File: src/rtl/ftdi_pkg.sv
// Shared definitions for the FTDI write-side arbiter/framer: state codes,
// header field positions, source ids and the I/Q sign-extension helpers.
package ftdi_pkg;

    localparam int unsigned FT_DATA_WIDTH    = 32;
    localparam int unsigned IQ_PAIR_WIDTH    = 24;
    localparam int unsigned QSTART_BIT_INDEX = 16;

    localparam logic [2:0] ST_IDLE = 3'd0;
    localparam logic [2:0] ST_HDR  = 3'd1;
    localparam logic [2:0] ST_FIFO = 3'd2;
    localparam logic [2:0] ST_CPU  = 3'd3;
    localparam logic [2:0] ST_DONE = 3'd4;

    localparam int unsigned HDR_SRC_BIT      = 31;
    localparam int unsigned HDR_CPU_LEN_MSB  = 27;
    localparam int unsigned HDR_CPU_LEN_LSB  = 20;
    localparam int unsigned HDR_TAG_MSB      = 19;
    localparam int unsigned HDR_FIFO_LEN_MSB = 15;

    typedef enum logic {
        TOFIFO = 1'b0,
        TOCPU  = 1'b1
    } src_e;

    function automatic logic [15:0] sext12(input logic [11:0] v);
        return {{4{v[11]}}, v};
    endfunction

    // I sits in the low half of the sample pair, Q in the high half.
    function automatic logic [FT_DATA_WIDTH-1:0] iq_to_word(input logic [IQ_PAIR_WIDTH-1:0] iq);
        logic [FT_DATA_WIDTH-1:0] w;
        w = '0;
        w[QSTART_BIT_INDEX +: 16] = sext12(iq[23:12]);
        w[15:0]                   = sext12(iq[11:0]);
        return w;
    endfunction

    function automatic logic [FT_DATA_WIDTH-1:0] fifo_header(input logic [15:0] n);
        logic [FT_DATA_WIDTH-1:0] h;
        h = '0;
        h[HDR_FIFO_LEN_MSB:0] = n;
        return h;
    endfunction

    function automatic logic [FT_DATA_WIDTH-1:0] cpu_header(input logic [7:0] n, input logic [19:0] tag);
        logic [FT_DATA_WIDTH-1:0] h;
        h = '0;
        h[HDR_SRC_BIT]                       = 1'b1;
        h[HDR_CPU_LEN_MSB:HDR_CPU_LEN_LSB]   = n;
        h[HDR_TAG_MSB:0]                     = tag;
        return h;
    endfunction

endpackage

File: src/rtl/sel_a2f_arb_if.sv
// Bus bundle for the arbiter: FTDI write port, RX sample FIFO and ECPU mailbox.
interface sel_a2f_arb_if;
    import ftdi_pkg::*;

    logic                     ft_full_i;
    logic [FT_DATA_WIDTH-1:0] data_o;
    logic                     we_o;
    logic [IQ_PAIR_WIDTH-1:0] fifo_data_i;
    logic                     fifo_empty_i;
    logic                     fifo_enough_i;
    logic                     fifo_rd_o;
    logic                     cpu_req_i;
    logic [7:0]               cpu_len_i;
    logic [19:0]              cpu_tag_i;
    logic [FT_DATA_WIDTH-1:0] cpu_data_i;
    logic                     cpu_rd_o;
    logic                     cpu_ack_o;
    logic                     busy_o;

    modport slave (
        input  ft_full_i, fifo_data_i, fifo_empty_i, fifo_enough_i,
               cpu_req_i, cpu_len_i, cpu_tag_i, cpu_data_i,
        output data_o, we_o, fifo_rd_o, cpu_rd_o, cpu_ack_o, busy_o
    );

    modport master (
        output ft_full_i, fifo_data_i, fifo_empty_i, fifo_enough_i,
               cpu_req_i, cpu_len_i, cpu_tag_i, cpu_data_i,
        input  data_o, we_o, fifo_rd_o, cpu_rd_o, cpu_ack_o, busy_o
    );

endinterface

File: src/rtl/out_reg_stage.sv
// One-entry output register for the FTDI write port. Reloads in the same
// cycle its word is accepted, so back-to-back words go out without bubbles.
module out_reg_stage
    import ftdi_pkg::*;
(
    input  logic                     clk_i,
    input  logic                     reset_n,
    input  logic                     load,
    input  logic [FT_DATA_WIDTH-1:0] din,
    input  logic                     ft_full_i,
    output logic [FT_DATA_WIDTH-1:0] data_o,
    output logic                     valid,
    output logic                     we_o,
    output logic                     room
);

    assign we_o = valid & ~ft_full_i;
    assign room = ~valid | ~ft_full_i;

    always_ff @(posedge clk_i or negedge reset_n) begin
        if (!reset_n) begin
            valid  <= 1'b0;
            data_o <= '0;
        end else if (load) begin
            valid  <= 1'b1;
            data_o <= din;
        end else if (we_o) begin
            valid  <= 1'b0;
        end
    end

endmodule

File: src/rtl/sel_a2f_arb.sv
// FTDI transmit arbiter/framer: shares the write port between RX IQ bursts
// and ECPU messages, prefixing every burst with a demux header.
//
// state   | meaning
// ST_IDLE | arbitrate (or raw FIFO passthrough when loopback=1)
// ST_HDR  | load the header word for the granted source
// ST_FIFO | stream BURST_LEN sign-extended IQ words
// ST_CPU  | stream len ECPU payload words verbatim
// ST_DONE | wait for the output register to drain, ack the CPU
module sel_a2f_arb
    import ftdi_pkg::*;
#(
    parameter int unsigned BURST_LEN = 256
)(
    input  logic          clk_i,
    input  logic          reset_n,
    input  logic          loopback,
    sel_a2f_arb_if.slave  bus
);

    localparam logic [15:0] BURST_LIM = 16'(BURST_LEN);

    logic [2:0]               state, state_nxt;
    src_e                     src, last_src, grant_src;
    logic [7:0]               len_q;
    logic [19:0]              tag_q;
    logic [15:0]              count, count_nxt, limit;
    logic                     grant, done_exit, last_word;
    logic                     load, fifo_pop, cpu_pop, ack;
    logic [FT_DATA_WIDTH-1:0] din, fifo_word, data;
    logic                     valid, we, room_raw, room;

    out_reg_stage u_out (
        .clk_i     (clk_i),
        .reset_n   (reset_n),
        .load      (load),
        .din       (din),
        .ft_full_i (bus.ft_full_i),
        .data_o    (data),
        .valid     (valid),
        .we_o      (we),
        .room      (room_raw)
    );

    // Held off during reset so the combinational pops stay low while reset_n is low.
    assign room      = room_raw & reset_n;
    assign fifo_word = iq_to_word(bus.fifo_data_i);
    assign limit     = (src == TOCPU) ? {8'd0, len_q} : BURST_LIM;
    assign last_word = (count + 16'd1) == limit;

    always_comb begin
        state_nxt = state;
        count_nxt = count;
        grant     = 1'b0;
        grant_src = src;
        load      = 1'b0;
        din       = '0;
        fifo_pop  = 1'b0;
        cpu_pop   = 1'b0;
        ack       = 1'b0;
        done_exit = 1'b0;
        case (state)
            ST_IDLE: begin
                if (loopback) begin
                    if (room && !bus.fifo_empty_i) begin
                        load     = 1'b1;
                        din      = fifo_word;
                        fifo_pop = 1'b1;
                    end
                end else if (room && (bus.cpu_req_i || bus.fifo_enough_i)) begin
                    grant = 1'b1;
                    if (bus.cpu_req_i && bus.fifo_enough_i)
                        grant_src = (last_src == TOFIFO) ? TOCPU : TOFIFO;
                    else
                        grant_src = bus.cpu_req_i ? TOCPU : TOFIFO;
                    state_nxt = ST_HDR;
                end
            end
            ST_HDR: begin
                if (room) begin
                    load = 1'b1;
                    if (src == TOCPU) begin
                        din       = cpu_header(len_q, tag_q);
                        state_nxt = (len_q == 8'd0) ? ST_DONE : ST_CPU;
                    end else begin
                        din       = fifo_header(BURST_LIM);
                        state_nxt = ST_FIFO;
                    end
                end
            end
            ST_FIFO: begin
                // An empty FIFO mid-burst just stalls; nothing is padded.
                if (room && !bus.fifo_empty_i) begin
                    load     = 1'b1;
                    din      = fifo_word;
                    fifo_pop = 1'b1;
                    if (last_word) begin
                        count_nxt = '0;
                        state_nxt = ST_DONE;
                    end else begin
                        count_nxt = count + 16'd1;
                    end
                end
            end
            ST_CPU: begin
                if (room) begin
                    load    = 1'b1;
                    din     = bus.cpu_data_i;
                    cpu_pop = 1'b1;
                    if (last_word) begin
                        count_nxt = '0;
                        state_nxt = ST_DONE;
                    end else begin
                        count_nxt = count + 16'd1;
                    end
                end
            end
            ST_DONE: begin
                if (!valid) begin
                    done_exit = 1'b1;
                    ack       = (src == TOCPU);
                    state_nxt = ST_IDLE;
                end
            end
            default: state_nxt = ST_IDLE;
        endcase
    end

    always_ff @(posedge clk_i or negedge reset_n) begin
        if (!reset_n) begin
            state    <= ST_IDLE;
            src      <= TOFIFO;
            last_src <= TOFIFO;
            len_q    <= '0;
            tag_q    <= '0;
            count    <= '0;
        end else begin
            state <= state_nxt;
            count <= count_nxt;
            if (grant) begin
                src   <= grant_src;
                len_q <= bus.cpu_len_i;
                tag_q <= bus.cpu_tag_i;
            end
            if (done_exit)
                last_src <= src;
        end
    end

    assign bus.data_o    = data;
    assign bus.we_o      = we;
    assign bus.fifo_rd_o = fifo_pop;
    assign bus.cpu_rd_o  = cpu_pop;
    assign bus.cpu_ack_o = ack;
    assign bus.busy_o    = (state != ST_IDLE);

endmodule

File: src/flat_wrapper.sv
// flat-port wrapper written by rule: the top's interface ports become plain ports
module sel_a2f_arb_flat import ftdi_pkg::*;
#(
    parameter int unsigned BURST_LEN = 256
)
  (clk_i, reset_n, loopback, bus_ft_full_i, bus_fifo_data_i, bus_fifo_empty_i, bus_fifo_enough_i, bus_cpu_req_i, bus_cpu_len_i, bus_cpu_tag_i, bus_cpu_data_i, bus_data_o, bus_we_o, bus_fifo_rd_o, bus_cpu_rd_o, bus_cpu_ack_o, bus_busy_o);
  sel_a2f_arb_if bus_i ();
  input  logic clk_i;
  input  logic reset_n;
  input  logic loopback;
  input wire logic [$bits(bus_i.ft_full_i)-1:0] bus_ft_full_i;
  input wire logic [$bits(bus_i.fifo_data_i)-1:0] bus_fifo_data_i;
  input wire logic [$bits(bus_i.fifo_empty_i)-1:0] bus_fifo_empty_i;
  input wire logic [$bits(bus_i.fifo_enough_i)-1:0] bus_fifo_enough_i;
  input wire logic [$bits(bus_i.cpu_req_i)-1:0] bus_cpu_req_i;
  input wire logic [$bits(bus_i.cpu_len_i)-1:0] bus_cpu_len_i;
  input wire logic [$bits(bus_i.cpu_tag_i)-1:0] bus_cpu_tag_i;
  input wire logic [$bits(bus_i.cpu_data_i)-1:0] bus_cpu_data_i;
  output wire logic [$bits(bus_i.data_o)-1:0] bus_data_o;
  output wire logic [$bits(bus_i.we_o)-1:0] bus_we_o;
  output wire logic [$bits(bus_i.fifo_rd_o)-1:0] bus_fifo_rd_o;
  output wire logic [$bits(bus_i.cpu_rd_o)-1:0] bus_cpu_rd_o;
  output wire logic [$bits(bus_i.cpu_ack_o)-1:0] bus_cpu_ack_o;
  output wire logic [$bits(bus_i.busy_o)-1:0] bus_busy_o;
  assign bus_i.ft_full_i = bus_ft_full_i;
  assign bus_i.fifo_data_i = bus_fifo_data_i;
  assign bus_i.fifo_empty_i = bus_fifo_empty_i;
  assign bus_i.fifo_enough_i = bus_fifo_enough_i;
  assign bus_i.cpu_req_i = bus_cpu_req_i;
  assign bus_i.cpu_len_i = bus_cpu_len_i;
  assign bus_i.cpu_tag_i = bus_cpu_tag_i;
  assign bus_i.cpu_data_i = bus_cpu_data_i;
  assign bus_data_o = bus_i.data_o;
  assign bus_we_o = bus_i.we_o;
  assign bus_fifo_rd_o = bus_i.fifo_rd_o;
  assign bus_cpu_rd_o = bus_i.cpu_rd_o;
  assign bus_cpu_ack_o = bus_i.cpu_ack_o;
  assign bus_busy_o = bus_i.busy_o;
  sel_a2f_arb #(.BURST_LEN(BURST_LEN)) u_core (.clk_i(clk_i), .reset_n(reset_n), .loopback(loopback), .bus(bus_i));
endmodule
File: config.mk
export PLATFORM = sky130hd
export DESIGN_NAME = sel_a2f_arb_flat
export DESIGN_NICKNAME = d
export VERILOG_FILES = /design/src/rtl/ftdi_pkg.sv /design/src/rtl/sel_a2f_arb_if.sv /design/src/rtl/out_reg_stage.sv /design/src/rtl/sel_a2f_arb.sv /design/src/flat_wrapper.sv
export SDC_FILE = /design/constraint.sdc
export NUM_CORES = 1
export LEC_CHECK = 0
export ABC_AREA = 1
export CAP_MARGIN = 20
export CORE_MARGIN = 2
export CORE_UTILIZATION = 35
export CTS_CLUSTER_SIZE = 12
export DETAILED_ROUTE_END_ITERATION = 10
export PLACE_DENSITY_LB_ADDON = 0.08
export SYNTH_ARGS = -nofsm -noshare
export SYNTH_HDL_FRONTEND = slang
export SYNTH_SLANG_ARGS = --single-unit
File: constraint.sdc
create_clock -name clk_i -period 3 [get_ports clk_i]
set_input_delay 0.3 -clock clk_i [delete_from_list [all_inputs] [get_ports clk_i]]
set_output_delay 0.3 -clock clk_i [all_outputs]
set_load 0.01 [all_outputs]
==> results of run 1 <==
registers in the layout, indices dropped and copies added (netlist names):
signal,count
u_core.u_out.valid,1
u_core.count,16
u_core.src,1
u_core.u_out.data_o,32
u_core.last_src,1
u_core.state,3
u_core.tag_q,20
u_core.len_q,8
kinds of logic (layout without fill, tap and decap cells):
family,Yosys count,after routing,share of synthesized area
flops,82,82,0.4761
compound gates,34,34,0.05080
fa+ha+maj,1,1,0.002902
simple gates,400,400,0.4093
xor+xnor,3,3,0.006097
buf+inv,60,194,0.05486
final timing paths:
check                                          endpoint             from  depth (start not counted)
worst max-delay path                      bus_fifo_rd_o  u_core.state[1]                          6
worst min register to register          u_core.tag_q[6]  u_core.tag_q[6]                          2
worst max register to register  u_core.u_out.data_o[21]  u_core.state[1]                         10
min in group clk_i                      u_core.tag_q[6]  u_core.tag_q[6]                          2
max in group asynchronous              u_core.count[12]          reset_n                          3
worst min-delay path                    u_core.last_src          reset_n                          2
power groups by stage:
| stage | Combinational [mW] | Clock [mW] | Sequential (mW) |
|---|---|---|---|
| final | 2.06 | 1.31 | 1.96 |
| after global routing | 2.33 | 1.39 | 2.02 |
| after CTS | 2.09 | 1.34 | 1.96 |
| after detailed placement | 2.08 | 0 | 1.96 |
| after global placement | 2.05 | 0 | 1.95 |
| after floorplan | 1.17 | 0 | 1.93 |
synthesized netlist by cell type (all sizes together):
cell,number
or2,1
nor4,3
xor2,2
nand4,31
nand2,288
dfrtp,82
inv,42
buf,9
nor2,39
a21oi,5
a221oi,5
nand3,33
clkbuf,9
nor3,4
o21ai,18
xnor2,1
a211oi,1
a22oi,2
ha,1
o2111ai,3
nand3b,1
worst max-delay path, cell delays in order, from the launching register on:
cell	delay, ns
dfrtp_1	0.42
inv_1	0.14
nand3_1	0.25
nor2_1	0.21
nor2_1	0.09
nor3_4	0.24
clkdlybuf4s50_1	0.63
layout by cell type (no fill, tap or decap), types with 3 or more instances in the layout:
master             n
nand2_1          278
clkdlybuf4s50_1  126
dfrtp_1           82
inv_1             39
nand3_1           31
nand4_1           31
nor2_1            29
o21ai_0           15
buf_4             10
clkbuf_16          9
nand2_2            7
nor2_2             5
a221oi_1           5
nor2_4             4
a21oi_1            4
inv_2              3
nand2_4            3
nor4_1             3
o2111ai_1          3
bufinv_16          3
metal layers:
metal,share of wire,vias up
met5,0,-
met4,0.016,0
met1,0.43,1961
met3,0.067,15
met2,0.48,109
li1,-,2119
cell type report:
| type | instances | area [um^2] |
|---|---|---|
| Inverter | 42 | 157.7 |
| Fill cell | 1172 | 5896 |
| Clock buffer | 11 | 252.7 |
| Timing Repair Buffer | 136 | 1336 |
| Multi-Input combinational cell | 438 | 2033 |
| Tap cell | 147 | 183.9 |
| Clock inverter | 5 | 100.1 |
| Sequential cell | 82 | 2052 |
==> results.md, run 1 <==
- Status: completed
- Max Cap Violations: 0
- Post-route insts no fill: 861
- CTS Sinks: 82
- Setup crit end kind: output pin
- Yosys cell types: 33
- Pre-antenna DRT Iters: 4
- DRT iter0 DRCs: 245
- CTS tree: yes
- Yosys warnings: 0
- Top cell type's share of synthesized area: 0.4761
- Global routing usage on met1: 0.2558
- Via count: 4204
- Worst Max-Slew Pin Slew: 0.7797 ns
- Largest net degree at the start of global routing: 49
- Leak: 2.867 nW
- Avg WL per Cell: 15.21 um
- Mapped Cells: 580
- CP startpoint kind: flop
- Die Span X: 115.0 um
- DP Wirelength: 9.690 mm
- Crit path kind: flop to output pin
- Relative slew margins: 0.4796
- Vias/cell: 4.883
- Endpoints failing hold: 0
- Rows: 40
- Initial antenna violation count: 0
- Post-route DRC: 0
- Worst VDD drop: 0.0003423 V
- Power share of the clock group: 0.246
- Dpl cell area: 5763 um^2
- GRT Overall Usage: 0.2097
- Psw: 1.980 mW
- Final setup vio count: 0
- Clock Skew: 0.007287 ns
- Worst Hold Class: input pin to async pin
- Post-layout min period: 2.623 ns
- Post-route setup slack: 0.3775 ns
- Routed Antenna Nets: 0
- Met3 Track Usage GR: 0.07011
- CP arrival: 2.32 ns
- First-pass GRT wire length: 21.58 mm
- RSZ-0062 raised after global routing: no
- Pwr Total: 5.324 mW
- R2r setup slk: 0.60 ns
- Relative contribution of sequential cells to total power: 0.368
- Layout cell share with drive strength beyond 1: 0.08123
- Power Dens Cells: 870.5 nW/um^2
- Clock slew at reported path FFs: 0.07 ns
- Global route total overflow: 0
- Post-CTS sizing: 0
- Post-CTS Setup Bufs: 0
- Yosys reg bits: 82
- Max Clk Rate: 381.3 MHz
- Initial core utilization: 0.3589
- Most Crowded Layer GR: met2
- I/O pins: 128
- Sum Neg Setup Slack: 0 ns
- I/O Buffers: 127
- P&R area growth vs syn: 41.89%
- WL final: 13.09 mm
- Mapped cell area: 4310 um^2
- Die Height: 115.0 um
- CTS Hold Buffers Added: 0
- Core area: 12010 um^2
- Final Instance Area: 6116 um^2
- Sw Ratio: 0.3718
- CTS root buf: clkbuf_16
- Post-layout util: 0.5092
- CP Data Required Time: 2.70 ns
- Internal power: 3.345 mW
- TritonCTS Buffers: 9
- Synth top area cells: dfrtp_1 48%, nand2_1 24%, nand4_1 4.5%
- Worst-Skew Late Latency: 0.34 ns
- M2 GR Usage: 0.3553
- Pre-CTS WS: 0.5219 ns
- Die Area: 13220 um^2
- Net count after synthesis: 672
- Vias in the first global route: 4383
- Diodes inserted: 0
- Syn Area/Cell: 7.432 um^2
- Area leader, netlist: dfrtp_1
- Final Max Tran Viols: 0
- Post-layout nets: 801
- GP Congestion: 0.7920
- Hold WS: 0.01322 ns
- Sequential-to-total area share from yosys stat: 0.4761
- Worst-path fanout max: 5
- Crit share post-route: 0.8742
- Clock buffer depth: 2
- Comb power frac: 0.386
- H-Tree Depth: 3
- Placed Cells: 845
(Power assumes the default switching activity.)
==> inputs of run 2 (changes only) <==
CTS_BUF_LIST = sky130_fd_sc_hd__clkbuf_8 sky130_fd_sc_hd__clkbuf_16   (was default)
clock period = 2.8 ns   (was 3 ns; I/O delays follow)
==> results.md, run 2 (synthesis gave the netlist of run 1 again) <==
- Status: completed
- Layout cell share with drive strength beyond 1: 0.08229 (+0.001055)
- Setup crit end kind: output pin
- Routed Antenna Nets: 0 (unchanged)
- Max reg flops: 32 (unchanged)
- Worst Hold Class: input pin to async pin
- Max Clk Rate: 393.9 MHz
- Top reg by flops: u_core.u_out.data_o
- Initial core utilization: 0.3589 (unchanged)
- CP Data Required Time: 2.52 ns (-0.18 ns)
- CTS tree: yes
- Core area: 12010 um^2 (unchanged)
- Worst VDD drop: 0.0004194 V (+23%)
- Vias in the first global route: 4301 (-1.9%)
- Post-route insts no fill: 864 (+0.35%)
- Power share of the clock group: 0.230 (-0.016)
- Most frequent cells in the layout: 278 x nand2_1, 126 x clkdlybuf4s50_1, 82 x dfrtp_1, 40 x inv_1
- Clock buffer depth: 2 (unchanged)
- Final setup vio count: 0 (unchanged)
- Regs by FF count: u_core.u_out.data_o x32, u_core.tag_q x20, u_core.count x16
- CP startpoint kind: flop
- Hold WS: 0.3352 ns (+0.3220 ns)
- P&R area growth vs syn: 41.86% (about the same)
- Relative slew margins: 0.4086 (-0.07100)
- Vias/cell: 4.909 (+0.53%)
- First-pass GRT wire length: 21.21 mm (-1.7%)
- Internal power: 3.485 mW (+4.2%)
- Clock Skew: 0.007362 ns (+0.00007508 ns)
- I/O Buffers: 127 (unchanged)
- Crit share post-route: 0.9067
- Relative contribution of sequential cells to total power: 0.373 (+0.005)
- TritonCTS Buffers: 9 (unchanged)
- I/O pins: 128 (unchanged)
- Die Height: 115.0 um (unchanged)
- Clock slew at reported path FFs: 0.06 ns (about the same)
- Worst Max-Slew Pin Slew: 0.8871 ns (+0.1073 ns)
- RSZ-0062 raised after global routing: no
- Psw: 2.113 mW (+6.8%)
- Post-layout util: 0.5091 (about the same)
- Avg WL per Cell: 15.05 um (-0.99%)
- Comb power frac: 0.397 (+0.011)
- Slowest stage delay, CP: 0.67 ns (+0.04 ns)
- Via count: 4241 (+0.88%)
- H-Tree Depth: 3 (unchanged)
- Leak: 2.867 nW (about the same)
- CTS Sinks: 82 (unchanged)
- Post-CTS sizing: 0 (unchanged)
- CP arrival: 2.26 ns (-0.06 ns)
- Worst-Skew Late Latency: 0.35 ns (about the same)
- GRT Overall Usage: 0.2073 (-0.002312)
- Worst-path fanout max: 5 (unchanged)
- Die Area: 13220 um^2 (unchanged)
- Post-layout nets: 805 (+0.50%)
- Post-route DRC: 0 (unchanged)
- Endpoints failing hold: 0 (unchanged)
- Sum Neg Setup Slack: 0 ns (unchanged)
- Rows: 40 (unchanged)
- Crit path kind: flop to output pin
- CP dominant cell by count: nor2_1
- Global route total overflow: 0 (unchanged)
- DRT iter0 DRCs: 260 (+6.1%)
- Final Max Tran Viols: 0 (unchanged)
- Placed Cells: 848 (+0.36%)
- GP Congestion: 0.8271 (+4.4%)
- Initial antenna violation count: 0 (unchanged)
- Worst path cell trace: inv_1 -> nand3_1 -> nor2_1 -> nor2_1 -> nor3_4 -> clkdlybuf4s50_1
- Largest net degree at the start of global routing: 70 (+43%)
- Diodes inserted: 0 (unchanged)
- Post-layout min period: 2.539 ns
- DP Wirelength: 9.893 mm (+2.1%)
- Power Dens Cells: 915.6 nW/um^2 (+5.2%)
- Fillers: 1150 (-1.9%)
- Pwr Total: 5.598 mW (+5.1%)
- Most common cell after layout, fill and taps aside: nand2_1
- Sw Ratio: 0.3775 (+0.005687)
- Pre-antenna DRT Iters: 5 (+1)
- Slowest CP cell: clkdlybuf4s50_1
- WL final: 13.01 mm (-0.65%)
- CTS root buf: clkbuf_16
- Die Span X: 115.0 um (unchanged)
- Max Cap Violations: 0 (unchanged)
run 2: layer usage:
layer,GRT usage,share of wire,up-vias
met5,0,0,-
met2,0.3525,0.49,118
li1,-,-,2121
met4,0.06426,0.012,0
met3,0.07064,0.068,13
met1,0.2483,0.43,1989
run 2: cell type report:
type,instances,area [um^2],area share
Clock inverter,5,80.08,0.01310
Timing Repair Buffer,140,1369,0.2239
Tap cell,147,183.9,0.03008
Multi-Input combinational cell,438,2033,0.3325
Clock buffer,10,239.0,0.03908
Inverter,42,157.7,0.02578
Sequential cell,82,2052,0.3356
run 2: power by group through the flow:
stage,logic (mW),registers [mW],clock network (mW)
finish,2.22,2.09,1.29
global route,2.49,2.16,1.35
CTS,2.25,2.09,1.32
detailed placement,2.24,2.10,0
global placement,2.21,2.09,0
floorplan,1.25,2.07,0
run 2: metrics by stage:
step / setup WS (ns) / area [um^2]
floorplan: 1.041 / 4310
global placement: 0.5869 / 5786
detailed placement: 0.5352 / 5786
CTS: 0.2505 / 6115
global route: 0.1559 / 6115
finish: 0.2613 / 6115
run 2: path summary, 6_finish.rpt:
kind	from	end	slack, ns	depth (start not counted)
max	u_core.state[1]	bus_fifo_rd_o	0.26	6
min	reset_n	u_core.state[2]	0.34	2
max reg2reg	u_core.state[1]	u_core.u_out.data_o[15]	0.63	10
min reg2reg	u_core.tag_q[16]	u_core.tag_q[16]	0.47	2
max in group asynchronous	reset_n	u_core.u_out.data_o[2]	1.32	3
min in group clk_i	u_core.tag_q[16]	u_core.tag_q[16]	0.47	2
run 2: repair_timing:
item	CTS	global route
hold buffers	1	0
buffers inserted	0	0
hold endpoints to repair	13	0
run 2: critical path, delay by kind of cell, from the launching register on:
family        cells  cell delay (ns)
simple gates      4             0.66
flops             1             0.43
buf+inv           2             0.81
==> inputs of run 3 (changes only) <==
HOLD_SLACK_MARGIN = 0.15   (was default)
SYNTH_HIERARCHICAL = 1   (was default)
==> results.md, run 3 <==
- Status: completed
- Most common cell after layout, fill and taps aside: nand2_1
- Via count: 4224 (-0.40%)
- Core area: 12670 um^2 (+5.5%)
- Synth top area cells: dfrtp_1 45%, nand2_1 21%, mux2_2 6.9%
- Worst-Skew Late Latency: 0.34 ns (about the same)
- CP arrival: 2.24 ns (-0.02 ns)
- CTS Hold Buffers Added: 1 (unchanged)
- Count leader, synth: nand2_1
- DP Wirelength: 9.574 mm (-3.2%)
- TritonCTS Buffers: 9 (unchanged)
- Worst VDD drop: 0.0003775 V (-10%)
- Net count after synthesis: 667 (-0.74%)
- Clock slew at reported path FFs: 0.06 ns (about the same)
- Top reg by flops: u_core/u_out/data_o
- Die Area: 13950 um^2 (+5.5%)
- CP Data Required Time: 2.52 ns (about the same)
- Avg WL per Cell: 15.14 um (+0.57%)
- Placed Cells: 864 (+1.9%)
- I/O Buffers: 127 (unchanged)
- RSZ-0062 raised after global routing: no
- Yosys reg bits: 82 (unchanged)
- Global route total overflow: 0 (unchanged)
- EDFF count, synth: 0 (unchanged)
- Top cell type's share of synthesized area: 0.4502 (-0.02587)
- Largest net degree at the start of global routing: 48 (-31%)
- Worst-path fanout max: 4 (-1)
- Clock buffer depth: 2 (unchanged)
- GRT Overall Usage: 0.1965 (-0.01084)
- Crit share post-route: 0.8986 (-0.008056)
- WL final: 13.34 mm (+2.6%)
- Most frequent cells in the layout: 256 x nand2_1, 126 x clkdlybuf4s50_1, 82 x dfrtp_1, 37 x nand3_1, 36 x inv_1
- Vias/cell: 4.795 (-2.3%)
- Dpl cell area: 5993 um^2 (+3.6%)
- CTS root buf: clkbuf_16
- List of most frequent post-synthesis cells: 256 x nand2_1, 82 x dfrtp_1, 37 x nand3_1
- Post-layout nets: 796 (-1.1%)
- H-Tree Depth: 3 (unchanged)
- Synth Flop Type: dfrtp_1
- Vias in the first global route: 4176 (-2.9%)
- Post-layout min period: 2.516 ns (-0.02256 ns)
- Routed Antenna Nets: 0 (unchanged)
- DRT iter0 DRCs: 284 (+9.2%)
- Post-route DRC: 0 (unchanged)
- Max reg flops: 32 (unchanged)
- Worst Max-Slew Pin Slew: 0.6025 ns (-0.2845 ns)
- Pre-antenna DRT Iters: 5 (unchanged)
- Post-route insts no fill: 881 (+2.0%)
- Clock Skew: 0.006981 ns (-0.0003805 ns)
- Diodes inserted: 0 (unchanged)
- First-pass GRT wire length: 21.64 mm (+2.0%)
- Layout cell share with drive strength beyond 1: 0.1199 (+0.03760)
- CTS Sinks: 82 (unchanged)
- Max Clk Rate: 397.4 MHz (+0.90%)
- P&R area growth vs syn: 38.43%
- Crit path kind: flop to output pin
- Syn Area/Cell: 7.927 um^2 (+6.7%)
- Max Cap Violations: 0 (unchanged)
- Sequential-to-total area share from yosys stat: 0.4502 (-0.02587)
- Initial core utilization: 0.3597 (+0.0008773)
- Slowest stage delay, CP: 0.61 ns (-0.06 ns)
- Endpoints failing hold: 0 (unchanged)
- I/O pins: 128 (unchanged)
- Regs by FF count: u_core/u_out/data_o x32, u_core/tag_q x20, u_core/count x16
- Power Dens Cells: 882.8 nW/um^2 (-3.6%)
- Post-layout util: 0.4980 (-0.01109)
- Final Instance Area: 6310 um^2 (+3.2%)
- Yosys cell types: 35 (+6.1%)
- Mapped Cells: 575 (-0.86%)
- Area leader, netlist: dfrtp_1
- Yosys warnings: 6 (+6)
- Rows: 41 (+2.5%)
- Leak: 3.026 nW (+5.5%)
- Setup crit end kind: output pin
- Sum Neg Setup Slack: 0 ns (unchanged)
- Worst Hold Class: flop to flop
- Final setup vio count: 0 (unchanged)
- CP dominant cell by count: nor2_1
- Post-CTS sizing: 0 (unchanged)
- Slowest CP cell: clkdlybuf4s50_1
- GP Congestion: 0.8804 (+6.4%)
- Die Height: 118.1 um (+2.7%)
- Hold WS: 0.4692 ns (+0.1340 ns)
- Post-CTS Setup Bufs: 0 (unchanged)
- Final Max Tran Viols: 0 (unchanged)
- CP startpoint kind: flop
- Mapped cell area: 4558 um^2 (+5.7%)
- Die Span X: 118.1 um (+2.7%)
- Worst path cell trace: inv_1 -> nand2_1 -> nor2_1 -> inv_1 -> nor2_1 -> nor2_1 -> nor2_2 -> clkdlybuf4s50_1
- Initial antenna violation count: 0 (unchanged)
- Relative slew margins: 0.5983 (+0.1897)
- CTS tree: yes
- Async SR Flop Fraction: 1.000 (unchanged)
[run 3: worst max-delay path, delay by kind of cell, from the launching register on]
family | cells | cell delay (ns)
simple gates | 5 | 0.65
flops | 1 | 0.41
buf+inv | 3 | 0.83
[run 3: final timing paths]
| kind | start | end | slack [ns] | cells after the start |
|---|---|---|---|---|
| setup reg to reg | u_core/state[2] | u_core/u_out/data_o[28] | 0.64 | 13 |
| max in group asynchronous | reset_n | u_core/u_out/data_o[16] | 1.19 | 4 |
| min in group asynchronous | reset_n | u_core/u_out/data_o[23] | 0.60 | 3 |
| setup / recovery | u_core/state[2] | bus_fifo_rd_o | 0.28 | 8 |
| hold reg to reg | u_core/u_out/data_o[0] | u_core/u_out/data_o[0] | 0.47 | 2 |
| hold / removal | u_core/u_out/data_o[0] | u_core/u_out/data_o[0] | 0.47 | 2 |
[run 3: final cells by class]
type / count / area [um^2]
clock buffer: 11 / 252.7
sequential: 82 / 2052
clock inverter: 5 / 53.80
tap: 172 / 215.2
inverter: 37 / 146.4
timing repair buffer: 139 / 1374
fill: 1242 / 6361
multi-input combinational: 435 / 2216
[run 3: routing by layer]
layer | track usage | wire [um]
met5 | 0 | 0
met2 | 0.3255 | 6244
met4 | 0.06852 | 213
met1 | 0.2543 | 6146
met3 | 0.04021 | 734
[run 3: per-stage QoR]
| step | setup WS (ns) | power, mW |
|---|---|---|
| finish | 0.2838 | 5.570 |
| global route | 0.06430 | 5.982 |
| CTS | 0.2508 | 5.646 |
| detailed placement | 0.4458 | 4.402 |
| global placement | 0.4639 | 4.350 |
| floorplan | 0.9468 | 3.477 |
[run 3: kinds of logic (layout without fill, tap and decap cells)]
kind of cell	after synthesis	count (layout)	synth area share
adder cells (fa/ha/maj)	1	1	0.002745
flip-flops	82	82	0.4502
AO/OA/AOI/OAI	42	42	0.06177
AND/OR/NAND/NOR	360	360	0.3418
XOR/XNOR	4	4	0.007687
buffers and inverters	58	192	0.06670
multiplexers	28	28	0.06917
[run 3: report_power, final]
group	switching, mW	leakage, nW	internal [mW]	total, mW
Combinational	1.16	1.82	1.09	2.25
Sequential	0.414	1.06	1.69	2.11
Clock	0.477	0.149	0.734	1.21
